**config.mk**
```make
export PLATFORM = sky130hd
export DESIGN_NAME = pipe_ctrl
export DESIGN_NICKNAME = d
export VERILOG_FILES = /design/src/rtl/pipe_ctrl.sv
export SDC_FILE = /design/constraint.sdc
export NUM_CORES = 1
export LEC_CHECK = 0
export ABC_CLOCK_PERIOD_IN_PS = 8700
export BUFFER_PORTS_ARGS = -buffer_cell sky130_fd_sc_hd__buf_4
export CORE_ASPECT_RATIO = 1.2
export CORE_MARGIN = 5
export CORE_UTILIZATION = 45
export CTS_CLUSTER_SIZE = 28
export DETAILED_ROUTE_END_ITERATION = 16
export PLACE_DENSITY_LB_ADDON = 0.3
export SETUP_SLACK_MARGIN = 0.3
export SYNTH_ARGS = -nofsm -noshare
export SYNTH_HDL_FRONTEND = slang
export SYNTH_SLANG_ARGS = --single-unit
export TNS_END_PERCENT = 30
```
**constraint.sdc**
```tcl
create_clock -name clk -period 8.7 [get_ports clk]
set_clock_uncertainty 0.05 [all_clocks]
set_input_delay 0.435 -clock clk [delete_from_list [all_inputs] [get_ports clk]]
set_output_delay 0.435 -clock clk [all_outputs]
set_load 0.005 [all_outputs]
```
**src/rtl/pipe_ctrl.sv**
```systemverilog
// pipe_ctrl: Y86-64 pipeline stall/bubble control with run-state tracking and
// saturating hazard-event counters.
module pipe_ctrl #(
    parameter int FLUSH_CYCLES = 2,
    parameter int CNT_W        = 32
) (
    input  logic             clk,
    input  logic             rst,
    input  logic [3:0]       D_icode,
    input  logic [3:0]       E_icode,
    input  logic [3:0]       M_icode,
    input  logic [3:0]       E_dstM,
    input  logic [3:0]       d_srcA,
    input  logic [3:0]       d_srcB,
    input  logic             e_Cnd,
    input  logic [2:0]       m_stat,
    input  logic [2:0]       W_stat,
    output logic             F_stall,
    output logic             D_stall,
    output logic             W_stall,
    output logic             D_bubble,
    output logic             E_bubble,
    output logic             M_bubble,
    output logic             set_cc,
    output logic [2:0]       cpu_stat,
    output logic [CNT_W-1:0] cyc_cnt,
    output logic [CNT_W-1:0] lu_cnt,
    output logic [CNT_W-1:0] mp_cnt,
    output logic [CNT_W-1:0] ret_cnt
);
    localparam int FW = FLUSH_CYCLES > 1 ? $clog2(FLUSH_CYCLES) : 1;

    typedef enum logic [1:0] {FLUSH, RUN, HALT, ERR} state_t;

    state_t            state_q, state_d;
    logic [FW-1:0]     fcnt_q, fcnt_d;
    logic [2:0]        err_q, err_d;
    logic [CNT_W-1:0]  cyc_q, lu_q, mp_q, ret_q;
    logic              lu, ret, mp, exc_m, exc_w, run, flush, stop;

    assign exc_m = m_stat inside {3'd2, 3'd3, 3'd4};
    assign exc_w = W_stat inside {3'd2, 3'd3, 3'd4};
    // RNONE as a load destination never creates a dependency
    assign lu    = (E_icode == 4'h5 || E_icode == 4'hB) && E_dstM != 4'hF &&
                   (E_dstM == d_srcA || E_dstM == d_srcB);
    assign ret   = D_icode == 4'h9 || E_icode == 4'h9 || M_icode == 4'h9;
    assign mp    = E_icode == 4'h7 && !e_Cnd;
    assign run   = state_q == RUN;
    assign flush = state_q == FLUSH;
    assign stop  = state_q == HALT || state_q == ERR;

    always_ff @(posedge clk or posedge rst) begin
        if (rst) begin
            state_q <= FLUSH;
            fcnt_q  <= FW'(FLUSH_CYCLES - 1);
            err_q   <= 3'd0;
        end else begin
            state_q <= state_d;
            fcnt_q  <= fcnt_d;
            err_q   <= err_d;
        end
    end

    always_comb begin
        state_d = state_q;
        fcnt_d  = fcnt_q;
        err_d   = err_q;
        if (flush) begin
            fcnt_d  = fcnt_q == '0 ? fcnt_q : fcnt_q - 1'b1;
            state_d = fcnt_q == '0 ? RUN : FLUSH;
        end else if (run && W_stat == 3'd2) begin
            state_d = HALT;
        end else if (run && (W_stat == 3'd3 || W_stat == 3'd4)) begin
            state_d = ERR;
            err_d   = W_stat;
        end
    end

    always_comb begin
        F_stall  = flush | stop | (run & (lu | ret));
        D_stall  = stop | (run & lu);
        W_stall  = stop | (run & exc_w);
        D_bubble = flush | (run & (mp | (ret & !lu)));
        E_bubble = flush | (run & (mp | lu));
        M_bubble = flush | (run & (exc_m | exc_w));
        set_cc   = run & (E_icode == 4'h6) & !exc_m & !exc_w;
        cpu_stat = state_q == HALT ? 3'd2 : state_q == ERR ? err_q : 3'd1;
    end

    // Counters stick at all-ones rather than wrapping
    always_ff @(posedge clk or posedge rst) begin
        if (rst) begin
            cyc_q <= '0;
            lu_q  <= '0;
            mp_q  <= '0;
            ret_q <= '0;
        end else if (run) begin
            cyc_q <= cyc_q + CNT_W'(~&cyc_q);
            lu_q  <= lu_q + CNT_W'(lu & ~&lu_q);
            mp_q  <= mp_q + CNT_W'(mp & ~&mp_q);
            ret_q <= ret_q + CNT_W'(ret & ~&ret_q);
        end
    end

    assign cyc_cnt = cyc_q;
    assign lu_cnt  = lu_q;
    assign mp_cnt  = mp_q;
    assign ret_cnt = ret_q;
endmodule

```
==> results by group, run 1 <==
Placed design
  – Dpl cell area: around 7800 µm²
  – Cells after DPL: 936
  – Dpl hpwl: ~12,000 µm
  – Port Buf Inserts: 170
  – Gpl congestion: between 0.8 and 0.9
  – DP Worst Slack: just over 5 ns

CTS
  – Worst-skew pair later-pin latency: between 0.4 and 0.5 ns
  – Hold Buf Count CTS: 0
  – CTS Root Cell: clkbuf_16
  – Clock sink count: between 100 and 150
  – Cts repair resizes: 0
  – Inserted Clock Buffers: 17
  – Htree depth: 4
  – Longest Clk Path Bufs: 2
  – TritonCTS clock tree: built
  – Setup bufs post-CTS: 0
  – Reg clk slew, reported paths: roughly 0.06 ns

Detailed routing
  – Routed len/inst: 16.40 µm
  – DR pass1 iterations: 4
  – Routed vias/inst: 5.210
  – DRC viols: 0
  – Total routed wirelength: about 16,000 µm
  – Post-route ant nets: 0
  – Initial DRC Count: ~280
  – Total number of vias: ~5.0k

Logic synthesis
  – Mux cell area share after synthesis: 0%
  – Post-Synth Adder-Cell Area: ~1.6%
  – Largest cells by area after synthesis: dfrtp_1 53%, xnor2_1 12%, xor2_1 5.8%, nand2_1 4.7%, nand4_1 3.6%
  – EDFF count, synth: 0
  – Async SR Flop Fraction: 100.0%
  – Main flop type after synthesis: dfrtp_1
  – Mapped cell area: ~6300 µm²
  – Gate Count Post-Synth: ~600
  – Yosys cell types: 39
  – Net Count, Synth: between 600 and 700
  – Yosys top cell by area: dfrtp_1
  – Most numerous cell in the Yosys netlist: dfrtp_1
  – #FFs+latches synth: between 100 and 150
  – Largest family of logic cells by synthesized area: simple AND/OR/NAND/NOR gates
  – YS warnings: 0
  – Mean Syn Cell Area: around 10 µm²
  – Post-synth top cells: 133 x dfrtp_1, 85 x xnor2_1, 79 x nand2_1, 45 x nor2_1, 42 x xor2_1
  – Post-Synth Simple-Gate Area: between 20% and 30%
  – Sequential share of the synthesized area: about 53%
  – Post-Synth XOR/XNOR Area: around 18%
  – Compound-Gate Fraction of Synth Area: roughly 2.1%
  – Share of the synthesized area in the top cell type: a little over half

STA
  – Fmax: roughly 300 MHz
  – Fin crit share: 37.21%
  – Setup_tns: 0 ns
  – Final Worst Setup Slack: ~5.5 ns
  – Final setup fails: 0
  – Fin. max-slew vios: 0
  – Slew headroom: about 31%
  – Worst slew pin tran: 1.038 ns
  – Final min period: ~3.2 ns
  – Unrepaired setup endpoints after global routing: no
  – Endpoints failing hold: 0

Cells and area
  – Fin cells: around 970
  – # diodes: 0
  – Share of layout cells above drive strength 1: between 20% and 30%
  – Area delta synth->final: 33.70%
  – Fin area: 8413 µm²
  – Fill count: 1,160
  – Fin nets: around 830

Floorplan
  – Die area: 16,460 µm²
  – # IOs: approximately 170
  – Starting Density: 45.73%
  – DIE WIDTH: ~120 µm
  – Core Rows: 47
  – Die span in y: around 140 µm
  – Core footprint: 13,760 µm²

Pwr
  – Flop pwr share: a little over two fifths
  – Sw Share: between 20 and 25%
  – NetSw: between 300 and 400 µW
  – Static Leak: around 4.1 nW
  – Cell Int Power: roughly 1.2 mW
  – Logic pwr share: roughly 7.7%
  – Clk network pwr share: between 40 and 50%
  – Areal power density over the cells: ~190 nW/µm²
  – Worst vdd ir: 0.0001288 V

GRT
  – Largest net degree at the start of global routing: 83
  – GR Overflow Total: 0
  – Vias in the first global route: 5,320
  – First-pass GRT wire length: approximately 27,000 µm
  – Tot GR Track Use: between 10% and 20%
  – Initial antenna violation count: 0

Job
  – Max-cap violations: 0

Setup path
  – Cells on worst reg2reg path: 12
  – Flop2flop setup slack: around 5.5 ns
  – Worst Path Buf+Inv: 0
  – Slowest cell on crit path: nor4_1
  – FF-to-FF Start: ret_cnt[24]
  – CP arrival: 3.52 ns
  – Crit-path cells: and3_1, and3_1, nand3_1, nor4_1, a21oi_1, ha_1, ha_1, nand2_1, nor4_1, nand3_1, nor3_1, xor2_1
  – Worst setup EP type: flip-flop
  – Setup CP Type: reg -> reg
  – Startpoint types: flip-flop
  – Worst-path fanout max: 5
  – CP delay by family, top: simple AND/OR/NAND/NOR gates
  – Worst EP required: between 8 and 9 ns
  – Critical path depth in cells: 12
  – Slowest Stage Delay on Critical Path: ~0.8 ns
  – Capturing point of the worst reg2reg path: ret_cnt[22]

Min path
  – Worst Hold Class: in -> async

Outcome
  – Outcome: finished, final reports clean
sequential cells by signal, summed over array words and instances, names as in the netlist:
signal	flops
fcnt_q	1
ret_cnt	32
state_q	2
cyc_cnt	32
mp_cnt	32
lu_cnt	32
err_q	3
power by group through the flow:
stage,logic [mW],registers (mW),clock network (mW)
final,0.123,0.687,0.787
after global routing,0.141,0.692,0.834
after CTS,0.126,0.687,0.802
after detailed placement,0.124,0.696,0
after global placement,0.122,0.695,0
after floorplan,0.0532,0.687,0
cell type report:
cell class / instances / area [µm²] / share of cell area [%]
clock buffer: 22 / 474.2 / 5.637
clock inverter: 9 / 172.7 / 2.052
inverter: 14 / 55.05 / 0.6544
multi-input combinational: 445 / 2851 / 33.89
sequential: 134 / 3354 / 39.87
tap: 171 / 214.0 / 2.543
timing repair buffer: 172 / 1291 / 15.35
metal layers:
| metal | vias up | track usage (%) | routed length (µm) |
|---|---|---|---|
| met5 | - | 0 | 0 |
| met4 | 0 | 7.307 | 320 |
| met3 | 26 | 5.885 | 897 |
| met2 | 130 | 33.16 | 8173 |
| met1 | 2451 | 24.03 | 6471 |
| li1 | 2431 | - | - |
placed cells by master, fill, tap and decap left out, drive strengths merged, types with 5 or more instances in the layout:
cell type,Yosys,final
and3,12,12
and4,9,9
buf,3,172
bufinv,0,5
clkbuf,6,22
dfrtp,133,133
ha,8,8
inv,14,14
nand2,79,79
nand2b,6,6
nand3,41,41
nand3b,5,5
nand4,36,36
nor2,45,45
nor3,15,15
nor4,14,14
or2,6,6
or3,6,6
xnor2,86,86
xor2,42,42
worst register-to-register path: stages, from the launching register on:
cell and delay, ns:
dfrtp_1 0.42, and3_1 0.21, and3_1 0.21, nand3_1 0.10
nor4_1 0.06, a21oi_1 0.15, ha_1 0.20, ha_1 0.19
nand2_1 0.07, nor4_1 0.80, nand3_1 0.28, nor3_1 0.24
xor2_1 0.17
metrics by stage:
step / utilization [%] / hold slack (ns) / power, mW
2_1_floorplan: - / 0.3910 / 0.7404
3_3_place_gp: 56.44 / 0.3966 / 0.8162
3_5_place_dp: 56.44 / 0.4031 / 0.8208
4_1_cts: 61.14 / 0.08408 / 1.614
5_1_grt: 61.14 / 0.1211 / 1.667
6_report: 61.14 / 0.06819 / 1.596
cells by family after synthesis:
family / Yosys count
buf+inv: 23
xor+xnor: 128
compound gates: 21
simple gates: 288
fa+ha+maj: 8
flops: 134
how the worst max path moves through the flow:
stage | slack [ns] | startpoint | endpoint
2_1_floorplan | 4.63 | rst | cyc_cnt[0]
3_5_place_dp | 5.16 | E_dstM[3] | lu_cnt[30]
4_1_cts | 5.43 | ret_cnt[24] | ret_cnt[22]
5_1_grt | 5.14 | lu_cnt[25] | lu_cnt[30]
3_3_place_gp | 5.30 | E_dstM[3] | lu_cnt[28]
6_report | 5.46 | ret_cnt[24] | ret_cnt[22]
Note: power is estimated with default switching activity, not from simulation.
==> run 2: changes to the inputs <==
ABC_CLOCK_PERIOD_IN_PS = 2950   (was 8700)
clock period = 2.95 ns   (was 8.7 ns; I/O delays follow)
==> results by group, run 2 (synthesis gave the netlist of run 1 again) <==
Outcome
  – Outcome: finished, final reports clean

GRT
  – Largest net degree at the start of global routing: 71 (-14%)
  – Tot GR Track Use: 20.92% (+1.2 points)
  – GR Overflow Total: 0 (unchanged)
  – Vias in the first global route: 5,731 (+7.7%)
  – Initial antenna violation count: 0 (unchanged)
  – First-pass GRT wire length: 28,410 µm (+7.0%)

Floorplan
  – Starting Density: 45.73% (unchanged)
  – DIE WIDTH: 117.9 µm (unchanged)
  – Core footprint: 13,760 µm² (unchanged)
  – Die area: 16,460 µm² (unchanged)
  – Die span in y: 139.5 µm (unchanged)
  – Core Rows: 47 (unchanged)
  – # IOs: 171 (unchanged)

STA
  – Fin crit share: 89.73% (+53 points)
  – Slew headroom: 44.29% (+13 points)
  – Fin. max-slew vios: 0 (unchanged)
  – Worst slew pin tran: 0.8339 ns (-0.2043 ns)
  – Endpoints failing hold: 0 (unchanged)
  – Hold slack: 0.09710 ns (+0.02891 ns)
  – Final Worst Setup Slack: 0.3029 ns (-5.160 ns)
  – Setup_tns: 0 ns (unchanged)
  – Final setup fails: 0 (unchanged)
  – Fmax: 377.8 MHz (+22%)
  – Unrepaired setup endpoints after global routing: yes
  – Final min period: 2.647 ns (-0.5898 ns)

CTS
  – Worst-skew pair later-pin latency: 0.41 ns (about the same)
  – CTS Root Cell: clkbuf_16
  – Clock sink count: 134 (unchanged)
  – TritonCTS clock tree: built
  – Htree depth: 4 (unchanged)
  – Longest Clk Path Bufs: 2 (unchanged)
  – Reg clk slew, reported paths: 0.05 ns (about the same)
  – Inserted Clock Buffers: 17 (unchanged)

Detailed routing
  – Total number of vias: 5,417 (+7.5%)
  – Initial DRC Count: 251 (-11%)
  – DR pass1 iterations: 4 (unchanged)
  – Routed len/inst: 16.93 µm (+3.2%)
  – Routed vias/inst: 5.332 (+2.3%)
  – Total routed wirelength: 17,200 µm (+8.4%)
  – Post-route ant nets: 0 (unchanged)
  – DRC viols: 0 (unchanged)

Pwr
  – Logic pwr share: 8.9% (+1.2 points)
  – Cell Int Power: 3.349 mW (+170%)
  – Worst vdd ir: 0.0003551 V (+180%)
  – Sw Share: 23.69% (+1.3 points)
  – NetSw: 1.040 mW (+190%)
  – Areal power density over the cells: 486.3 nW/µm² (+160%)
  – Flop pwr share: 46.3% (+3.3 points)
  – Static Leak: 4.351 nW (+7.1%)
  – Overall Power: 4.389 mW (+180%)
  – Clk network pwr share: 44.7% (-4.6 points)

Placed design
  – Gpl congestion: 0.8211 (+1.6%)
  – Dpl hpwl: 12,090 µm (+3.6%)
  – Cells after DPL: 956 (+2.1%)
  – Port Buf Inserts: 170 (unchanged)
  – DP Worst Slack: -0.006187 ns (-5.170 ns)
  – Dpl cell area: 7930 µm² (+2.1%)

Setup path
  – Worst setup EP type: flip-flop
  – CP arrival: 2.94 ns (-0.58 ns)
  – Startpoint types: flip-flop
  – Setup CP Type: reg -> reg
  – Worst-path fanout max: 5 (unchanged)
  – Worst EP required: 3.24 ns (-5.74 ns)
  – Critical path launch point: ret_cnt[12]
  – FF-to-FF Start: ret_cnt[12]
  – Cells on worst reg2reg path: 11 (-1)

Cells and area
  – Most frequent cells in the layout: 218 x buf_4, 127 x dfrtp_1, 83 x xnor2_1
  – Fin cells: 1,016 (+5.1%)
  – Most common cell after layout, fill and taps aside: buf_4
  – Fin util: 65.59% (+4.5 points)
  – # diodes: 0 (unchanged)
  – Fin area: 9026 µm² (+7.3%)
  – Fill count: 1,077 (-7.2%)
  – Fin nets: 875 (+6.1%)
  – Share of layout cells above drive strength 1: 36.69% (+9.7 points)
  – Area delta synth->final: 43.45%

Job
  – Max-cap violations: 0 (unchanged)

Min path
  – HP Start: W_stat[1]
  – Worst Hold Class: in -> reg
  – Hold depth: 4
[run 2: cell types whose count changed in the layout (fill, tap and decap cells not counted), moves of 5 or more]
| cell | before | now |
|---|---|---|
| and3_1 | 12 | 7 |
| and3_4 | 0 | 5 |
| buf_4 | 172 | 218 |
| dfrtp_1 | 133 | 127 |
| dfrtp_2 | 0 | 6 |
| ha_1 | 8 | 2 |
| nand3_1 | 41 | 33 |
| nand3_2 | 0 | 5 |
| nor2_1 | 45 | 40 |
| nor2_2 | 0 | 5 |
| nor4_1 | 12 | 5 |
[run 2: path summary, 6_finish.rpt]
| path | slack, ns | to |
|---|---|---|
| worst max register to register | 0.30 | ret_cnt[22] |
| worst min-delay path | 0.1 | state_q[0] |
| min in group asynchronous | 0.42 | lu_cnt[12] |
| worst max-delay path | 0.30 | ret_cnt[22] |
| max in group asynchronous | 1.55 | lu_cnt[17] |
| worst min register to register | 0.41 | fcnt_q |
[run 2: per-layer routing]
| layer | routed length (µm) | up-vias | part of all wire (%) | track usage [%] |
|---|---|---|---|---|
| met5 | 0 | - | 0 | 0 |
| met2 | 8880 | 151 | 52 | 35.73 |
| met3 | 1106 | 43 | 6.4 | 6.940 |
| met1 | 6686 | 2687 | 39 | 24.33 |
| li1 | - | 2536 | - | - |
| met4 | 527 | 0 | 3.1 | 8.213 |
[run 2: timing repair]
action	4_1_cts	5_1_grt
hold buffers	2	0
hold endpoints to repair	38	0
endpoints found under the setup margin	54	63
setup buffers	18	10
pin swaps	12	15
gates resized for setup	28	40
[run 2: critical path: stages, from the launching register on]
cell     delay (ns)
dfrtp_1        0.42
and4_2         0.29
nand4_1        0.16
nor2_1         0.06
a21oi_1        0.15
ha_2           0.23
ha_2           0.19
nand2_1        0.09
nor4_2         0.37
nand3_1        0.21
nor3_2         0.19
xor2_1         0.16
[run 2: layout make-up]
cell class	count	area, µm²	share of cell area, %
inverters	14	56.30	0.6238
flip-flops and latches	134	3362	37.25
repair buffers	222	1688	18.70
clock inverters	4	45.04	0.4990
well taps	171	214.0	2.370
multi-input cells	445	3162	35.03
clock buffers	26	499.2	5.531
[run 2: power by group through the flow]
stage / clock network [mW] / logic, mW / registers, mW
finish: 1.96 / 0.393 / 2.03
global route: 2.09 / 0.451 / 2.05
CTS: 1.99 / 0.393 / 2.02
detailed placement: 0 / 0.384 / 2.05
global placement: 0 / 0.373 / 2.04
floorplan: 0 / 0.157 / 2.03
